==> src/rtl/z16_load_store_unit.sv <==
`timescale 1ns/1ps
// Z16 data-memory initiator: word/byte loads and stores over a single-port,
// one-cycle-read-latency memory. Define Z16_LSU_SIGN_EXT_EN to sign-extend byte loads.
//
// state   | meaning
// IDLE    | ready for a request
// READ    | address on the bus, read data arrives next cycle
// CAPTURE | load data present, format into o_rdata
// MERGE   | byte-store read data present, splice in the new byte
// WRITE   | o_mem_we high, memory writes at the closing edge
module z16_load_store_unit #(
  parameter int ADDR_W = 16,
  parameter int DATA_W = 16
) (
  input  logic              i_clk,
  input  logic              i_rst,
  input  logic              i_req,
  output logic              o_ready,
  input  logic              i_we,
  input  logic              i_byte,
  input  logic [ADDR_W-1:0] i_addr,
  input  logic [DATA_W-1:0] i_wdata,
  output logic              o_valid,
  output logic [DATA_W-1:0] o_rdata,
  output logic [ADDR_W-1:0] o_mem_addr,
  output logic              o_mem_we,
  output logic [DATA_W-1:0] o_mem_data,
  input  logic [DATA_W-1:0] i_mem_data
);

  typedef enum logic [2:0] {IDLE, READ, CAPTURE, MERGE, WRITE} state_t;

  state_t      state;
  logic        lat_we;
  logic        lat_byte;
  logic        lat_lane;
  logic [7:0]  lat_wbyte;
  logic [7:0]  sel_byte;
  logic [DATA_W-1:0] byte_ext;
  logic [DATA_W-1:0] merged;

  assign o_ready  = (state == IDLE) && !i_rst;
  assign sel_byte = lat_lane ? i_mem_data[15:8] : i_mem_data[7:0];

`ifdef Z16_LSU_SIGN_EXT_EN
  assign byte_ext = {{8{sel_byte[7]}}, sel_byte};
`else
  assign byte_ext = {8'h00, sel_byte};
`endif

  // Little-endian lane replacement for read-modify-write byte stores
  assign merged = lat_lane ? {lat_wbyte, i_mem_data[7:0]}
                           : {i_mem_data[15:8], lat_wbyte};

  // o_mem_addr doubles as the latched (aligned) request address.
  always_ff @(posedge i_clk or posedge i_rst) begin
    if (i_rst) begin
      state      <= IDLE;
      lat_we     <= 1'b0;
      lat_byte   <= 1'b0;
      lat_lane   <= 1'b0;
      lat_wbyte  <= 8'h00;
      o_valid    <= 1'b0;
      o_rdata    <= '0;
      o_mem_addr <= '0;
      o_mem_we   <= 1'b0;
      o_mem_data <= '0;
    end else begin
      o_valid  <= 1'b0;
      o_mem_we <= 1'b0;
      case (state)
        IDLE: begin
          if (i_req) begin
            lat_we     <= i_we;
            lat_byte   <= i_byte;
            lat_lane   <= i_addr[0];
            lat_wbyte  <= i_wdata[7:0];
            o_mem_addr <= {i_addr[ADDR_W-1:1], 1'b0};
            if (i_we && !i_byte) begin
              o_mem_data <= i_wdata;
              o_mem_we   <= 1'b1;
              state      <= WRITE;
            end else begin
              state <= READ;
            end
          end
        end
        READ: state <= lat_we ? MERGE : CAPTURE;
        CAPTURE: begin
          o_rdata <= lat_byte ? byte_ext : i_mem_data;
          o_valid <= 1'b1;
          state   <= IDLE;
        end
        MERGE: begin
          o_mem_data <= merged;
          o_mem_we   <= 1'b1;
          state      <= WRITE;
        end
        WRITE: begin
          o_valid <= 1'b1;
          state   <= IDLE;
        end
        default: state <= IDLE;
      endcase
    end
  end

endmodule

==> config.mk <==
export PLATFORM = sky130hd
export DESIGN_NAME = z16_load_store_unit
export DESIGN_NICKNAME = d
export VERILOG_FILES = /design/src/rtl/z16_load_store_unit.sv
export SDC_FILE = /design/constraint.sdc
export NUM_CORES = 1
export LEC_CHECK = 0
export CORE_MARGIN = 2
export CORE_UTILIZATION = 41
export DETAILED_ROUTE_END_ITERATION = 16
export PLACE_DENSITY = 0.77
export SKIP_LAST_GASP = 1
export SYNTH_ARGS = -nofsm -noshare
export SYNTH_HDL_FRONTEND = slang
export SYNTH_SLANG_ARGS = --single-unit
==> constraint.sdc <==
create_clock -name i_clk -period 2.1 [get_ports i_clk]
set_clock_uncertainty 0.1 [all_clocks]
set_input_delay 0.42 -clock i_clk [delete_from_list [all_inputs] [get_ports i_clk]]
set_output_delay 0.42 -clock i_clk [all_outputs]
set_load 0.1 [all_outputs]
# Word level (Yosys, flattened, before mapping)
# Cells that the tools add are included.
# op_classes
n_lt_le_gt_ge	0
bitwise	0
reduce_logical	9
n_mul	0
muxes	14
div	0
n_eq_ne	6
addsub	0
shift	0
# ops
operator	count
$mux W16	4
$pmux W16 S2	1
$pmux W3 S3	1
$mux W8	1
$eq A3 B2 Y1 const B	2
$mux W3	2
$mux W1	4
$eq A3 B1 Y1 const B	1
$eq A3 B3 Y1 const B	1
$logic_not A3 Y1	1
$reduce_and A3 Y1	1
$logic_and A1 B1 Y1	2
$logic_not A1 Y1	2
$ne A2 B1 Y1 const B	1
$ne A2 B2 Y1 const B	1
$pmux W1 S2	1
$reduce_and A2 Y1	1
$reduce_bool A2 Y1	1
$reduce_or A2 Y1	1
# totals
register_bits	63
out_inout_bits	51
latch_bits	0
elab_cells	39
mem_bits_rw	0
romBits	0
mem_count	0

# Depth between registers and ports, before layout
# Gate-level depths: netlist of run 1.
# logic_depth
depth_word	5
ltp_mapped	7
mapped_depth_nobuf	3

# Worst setup path after synthesis of run 1
# No wires, ideal clock.
# synth_timing
kind	register to output
startpoint	reg state[0]
endpoint	out o_ready
n_path_buf	1
t_required_ps	1580
arrival_ps	3409
path_slack_ps	-1829
stages_incl_launch_ff	3
path_cell_list	dfrtp_1 > buf_6 > nor4_1
# synth_via
elab_chain_cells	2
# synth_lines
element	line_no	rtl
start, declared	33	state_t state;
start signal, assigned	88	READ: state <= lat_we ? MERGE : CAPTURE;
$logic_not A3 Y1	42	assign o_ready = (state == IDLE) && !i_rst;
$logic_and A1 B1 Y1	42	
end, declared	18	output logic o_ready,
# Every way passes these cells.

# Worst setup path after layout of run 1
# Same ends and word-level chain as after synthesis.

==> reports/qor.json, run 1 <==
{
  "outcome": "finished clean",
  "path_max_fanout": 6,
  "post_synth_most_frequent_cells": "sky130_fd_sc_hd__mux2_2 (65), sky130_fd_sc_hd__dfrtp_1 (63), sky130_fd_sc_hd__nand2_1 (25)",
  "synth_enable_flop_cells": 0,
  "n_antenna_cell": 0,
  "clock_sinks": 63,
  "fin_util": 0.611,
  "drv_slew": 0,
  "synth_top_cells_by_area": "sky130_fd_sc_hd__dfrtp_1 (53%), sky130_fd_sc_hd__mux2_2 (25%), sky130_fd_sc_hd__mux2_4 (4.6%), sky130_fd_sc_hd__nand2_1 (3.2%), sky130_fd_sc_hd__mux2i_1 (2.7%)",
  "stdcell_area_um2": 4220,
  "detailed_place.area_um2": 4010,
  "final_period_minus_worst_setup_slack_ps": 2010,
  "globalplace.congestion": 0.825,
  "drcViolationCount": 0,
  "critical-path-max-stage-delay_ps": 450,
  "clock_root_cell": "sky130_fd_sc_hd__clkbuf_8",
  "grt_antenna_before_repair": 0,
  "wire_per_inst_um": 15.3,
  "dpl.hpwl_um": 4850,
  "i_o_buffers": 102,
  "synth_flop_cell": "sky130_fd_sc_hd__dfrtp_1",
  "finalHoldViolCount": 0,
  "routed_wirelength_um": 6570,
  "synth_fp_nets": 273,
  "cts.reportedPaths.clkPinSlew_ps": 70,
  "via_count": 2020,
  "criticalPathCategory": "reg -> out",
  "synthesis.area_per_instance_um2": 13.5,
  "cts-root-to-sink-buffers": 2,
  "yosysTopAreaCellShare": 0.533,
  "arrival_ps": 1490,
  "grt_overflow_total": 0,
  "synth.cell_area_um2": 2960,
  "achievable-frequency_ghz": 0.496,
  "critical_path.startpoint_type": "register",
  "gr-usage-all-layers": 0.173,
  "min_period_over_period": 0.959,
  "hold_class": "reg -> reg",
  "cts_resized": 0,
  "synthDistinctLibCells": 27,
  "synth.most_common_cell": "sky130_fd_sc_hd__mux2_2",
  "die_width_um": 89.0,
  "grt_first_pass_wirelength_um": 10200,
  "post_synth_inst_count": 220,
  "die_area_um2": 7910,
  "std_cell_rows": 30,
  "via_per_inst": 4.72,
  "critical_path.endpoint_type": "primary output",
  "drt_first_iter_violations": 52,
  "detailedRoute.firstPassIterationCount": 4,
  "unrepaired_setup_endpoints_after_global_routing": "false",
  "grt_start_max_net_pins": 30,
  "tritoncts": "done",
  "areaGrowthSynthToFinish_pct": 42.6,
  "final-setup-viol-count": 0,
  "cts_buffers": 9,
  "synth-seq-area-share": 0.533,
  "timing.critical_path.max_delay_family": "flip-flops",
  "layout_cell_share_with_drive_strength_beyond_1": 0.467,
  "ctsHtreeMaxLevel": 3,
  "num_io_pins": 104,
  "cts.repair_timing.setup_buffer_count": 0,
  "synthesis.yosys.warnings": 0,
  "first_global_vias": 1982,
  "clk_latency_ps": 320,
  "crit_path_top_delay_cell": "sky130_fd_sc_hd__dfrtp_1",
  "max_cap_viol_count": 0,
  "number_of_buffers_and_inverters_on_the_critical_path": 2,
  "num-nets-final": 380,
  "synth_area_leader_cell": "sky130_fd_sc_hd__dfrtp_1",
  "core_area_um2": 6910,
  "worst_ep_required_time_ps": 1580,
  "detail-route-antenna-nets": 0,
  "initial_util": 0.428,
  "synth-async-reset-ratio": 1.00,
  "cts_hold_buffers_added": 0,
  "chip_height_um": 89.0,
  "critical_path.cell_chain": "buf_4, nor4_4, buf_12",
  "synth-seq-cells": 63
}
worst register-to-register path, delay by kind of cell (launching register included):
family | cells | cell delay [ps]
flip-flops | 1 | 500
buffers and inverters | 1 | 170
AND/OR/NAND/NOR | 1 | 330
multiplexers | 2 | 610
layout by cell type, fill, tap and decap left out:
cell type                         count
sky130_fd_sc_hd__xnor2_1              1
sky130_fd_sc_hd__a31o_1               1
sky130_fd_sc_hd__nor2_1               1
sky130_fd_sc_hd__inv_1                1
sky130_fd_sc_hd__clkbuf_1             1
sky130_fd_sc_hd__or3b_2               1
sky130_fd_sc_hd__nand2b_1             1
sky130_fd_sc_hd__nor4_4               1
sky130_fd_sc_hd__clkinv_2             2
sky130_fd_sc_hd__a22oi_1              1
sky130_fd_sc_hd__nor2b_1              1
sky130_fd_sc_hd__mux2_4               9
sky130_fd_sc_hd__nand3b_1             8
sky130_fd_sc_hd__nor3b_1              2
sky130_fd_sc_hd__buf_4               57
sky130_fd_sc_hd__mux2_2              65
sky130_fd_sc_hd__dfrtp_1             63
sky130_fd_sc_hd__clkbuf_8            12
sky130_fd_sc_hd__clkdlybuf4s50_1     52
sky130_fd_sc_hd__conb_1               1
sky130_fd_sc_hd__a31o_2               1
sky130_fd_sc_hd__nor4b_4              1
sky130_fd_sc_hd__nand2_1             25
sky130_fd_sc_hd__bufinv_16            1
sky130_fd_sc_hd__inv_2                1
sky130_fd_sc_hd__nor3_1               1
sky130_fd_sc_hd__buf_12               4
sky130_fd_sc_hd__and3b_1              1
sky130_fd_sc_hd__o21ai_0              8
sky130_fd_sc_hd__mux2i_1              8
worst paths after layout:
check / start / end / slack (ps) / cells past startpoint
worst max-delay path: state[0]$_DFFE_PP0P_ / o_ready / 90 / 3
worst min-delay path: o_rdata[12]$_DFFE_PP0N_ / o_rdata[12]$_DFFE_PP0N_ / 370 / 2
worst max register to register: state[2]$_DFFE_PP0P_ / o_mem_data[14]$_DFFE_PP0P_ / 260 / 4
worst min register to register: o_rdata[12]$_DFFE_PP0N_ / o_rdata[12]$_DFFE_PP0N_ / 370 / 2
max in group asynchronous: i_rst / o_mem_data[3]$_DFFE_PP0P_ / 1100 / 3
min in group asynchronous: i_rst / o_mem_data[15]$_DFFE_PP0P_ / 450 / 3
cell families after synthesis:
group	Yosys count	share of synthesized area
compound gates	11	0.0220
buf+inv	19	0.0436
simple gates	43	0.0774
other cells	1	0.00127
flops	63	0.533
xor+xnor	1	0.00296
mux	82	0.320
sequential cells by signal (all words and copies together), names as in the netlist:
| signal | flops |
|---|---|
| o_mem_data | 16 |
| o_rdata | 16 |
| o_mem_addr | 15 |
| lat_wbyte | 8 |
| state | 3 |
| lat_byte | 1 |
| lat_lane | 1 |
| lat_we | 1 |
| o_mem_we | 1 |
| o_valid | 1 |
final cells by class:
| cell class | count | area, um^2 |
|---|---|---|
| Fill cell | 600 | 2690 |
| Multi-Input combinational cell | 138 | 1280 |
| Timing Repair Buffer | 113 | 1030 |
| Inverter | 2 | 7.51 |
| Clock inverter | 3 | 40.0 |
| Tap cell | 96 | 120 |
| Sequential cell | 63 | 1580 |
| Clock buffer | 13 | 169 |
metal layers:
metal  vias to the layer above  part of all wire  global-route usage  wire, um
li1                        983                 -                   -         -
met1                       974              0.46               0.236      3010
met2                        53              0.48               0.264      3140
met3                        10             0.041              0.0342       268
met4                         0             0.022              0.0855       147
met5                         -                 0                   0         0
metrics by stage:
| stage | hold slack (ps) | worst slack [ps] | cells | setup TNS [ps] |
|---|---|---|---|---|
| 2_1_floorplan | 382 | -2.39 | 220 | -2.39 |
| 3_3_place_gp | 351 | 11.5 | 412 | 0 |
| 3_5_place_dp | 358 | -12.7 | 412 | -108 |
| 4_1_cts | 373 | 61.7 | 428 | 0 |
| 5_1_grt | 395 | 20.2 | 428 | 0 |
| 6_report | 368 | 85.5 | 428 | 0 |
Power of run 1 is left out: the tool's default activity adds up to more than one toggle a clock period on the data nets, which glitch-free logic cannot reach.
==> run 2, diff against run 1 <==
ABC_CLOCK_PERIOD_IN_PS = 2100   (was unset)
==> results of run 2 <==
No change in the layout: final DEF, timing and power equal those of run 1.
Power of run 2 is left out for the same reason.
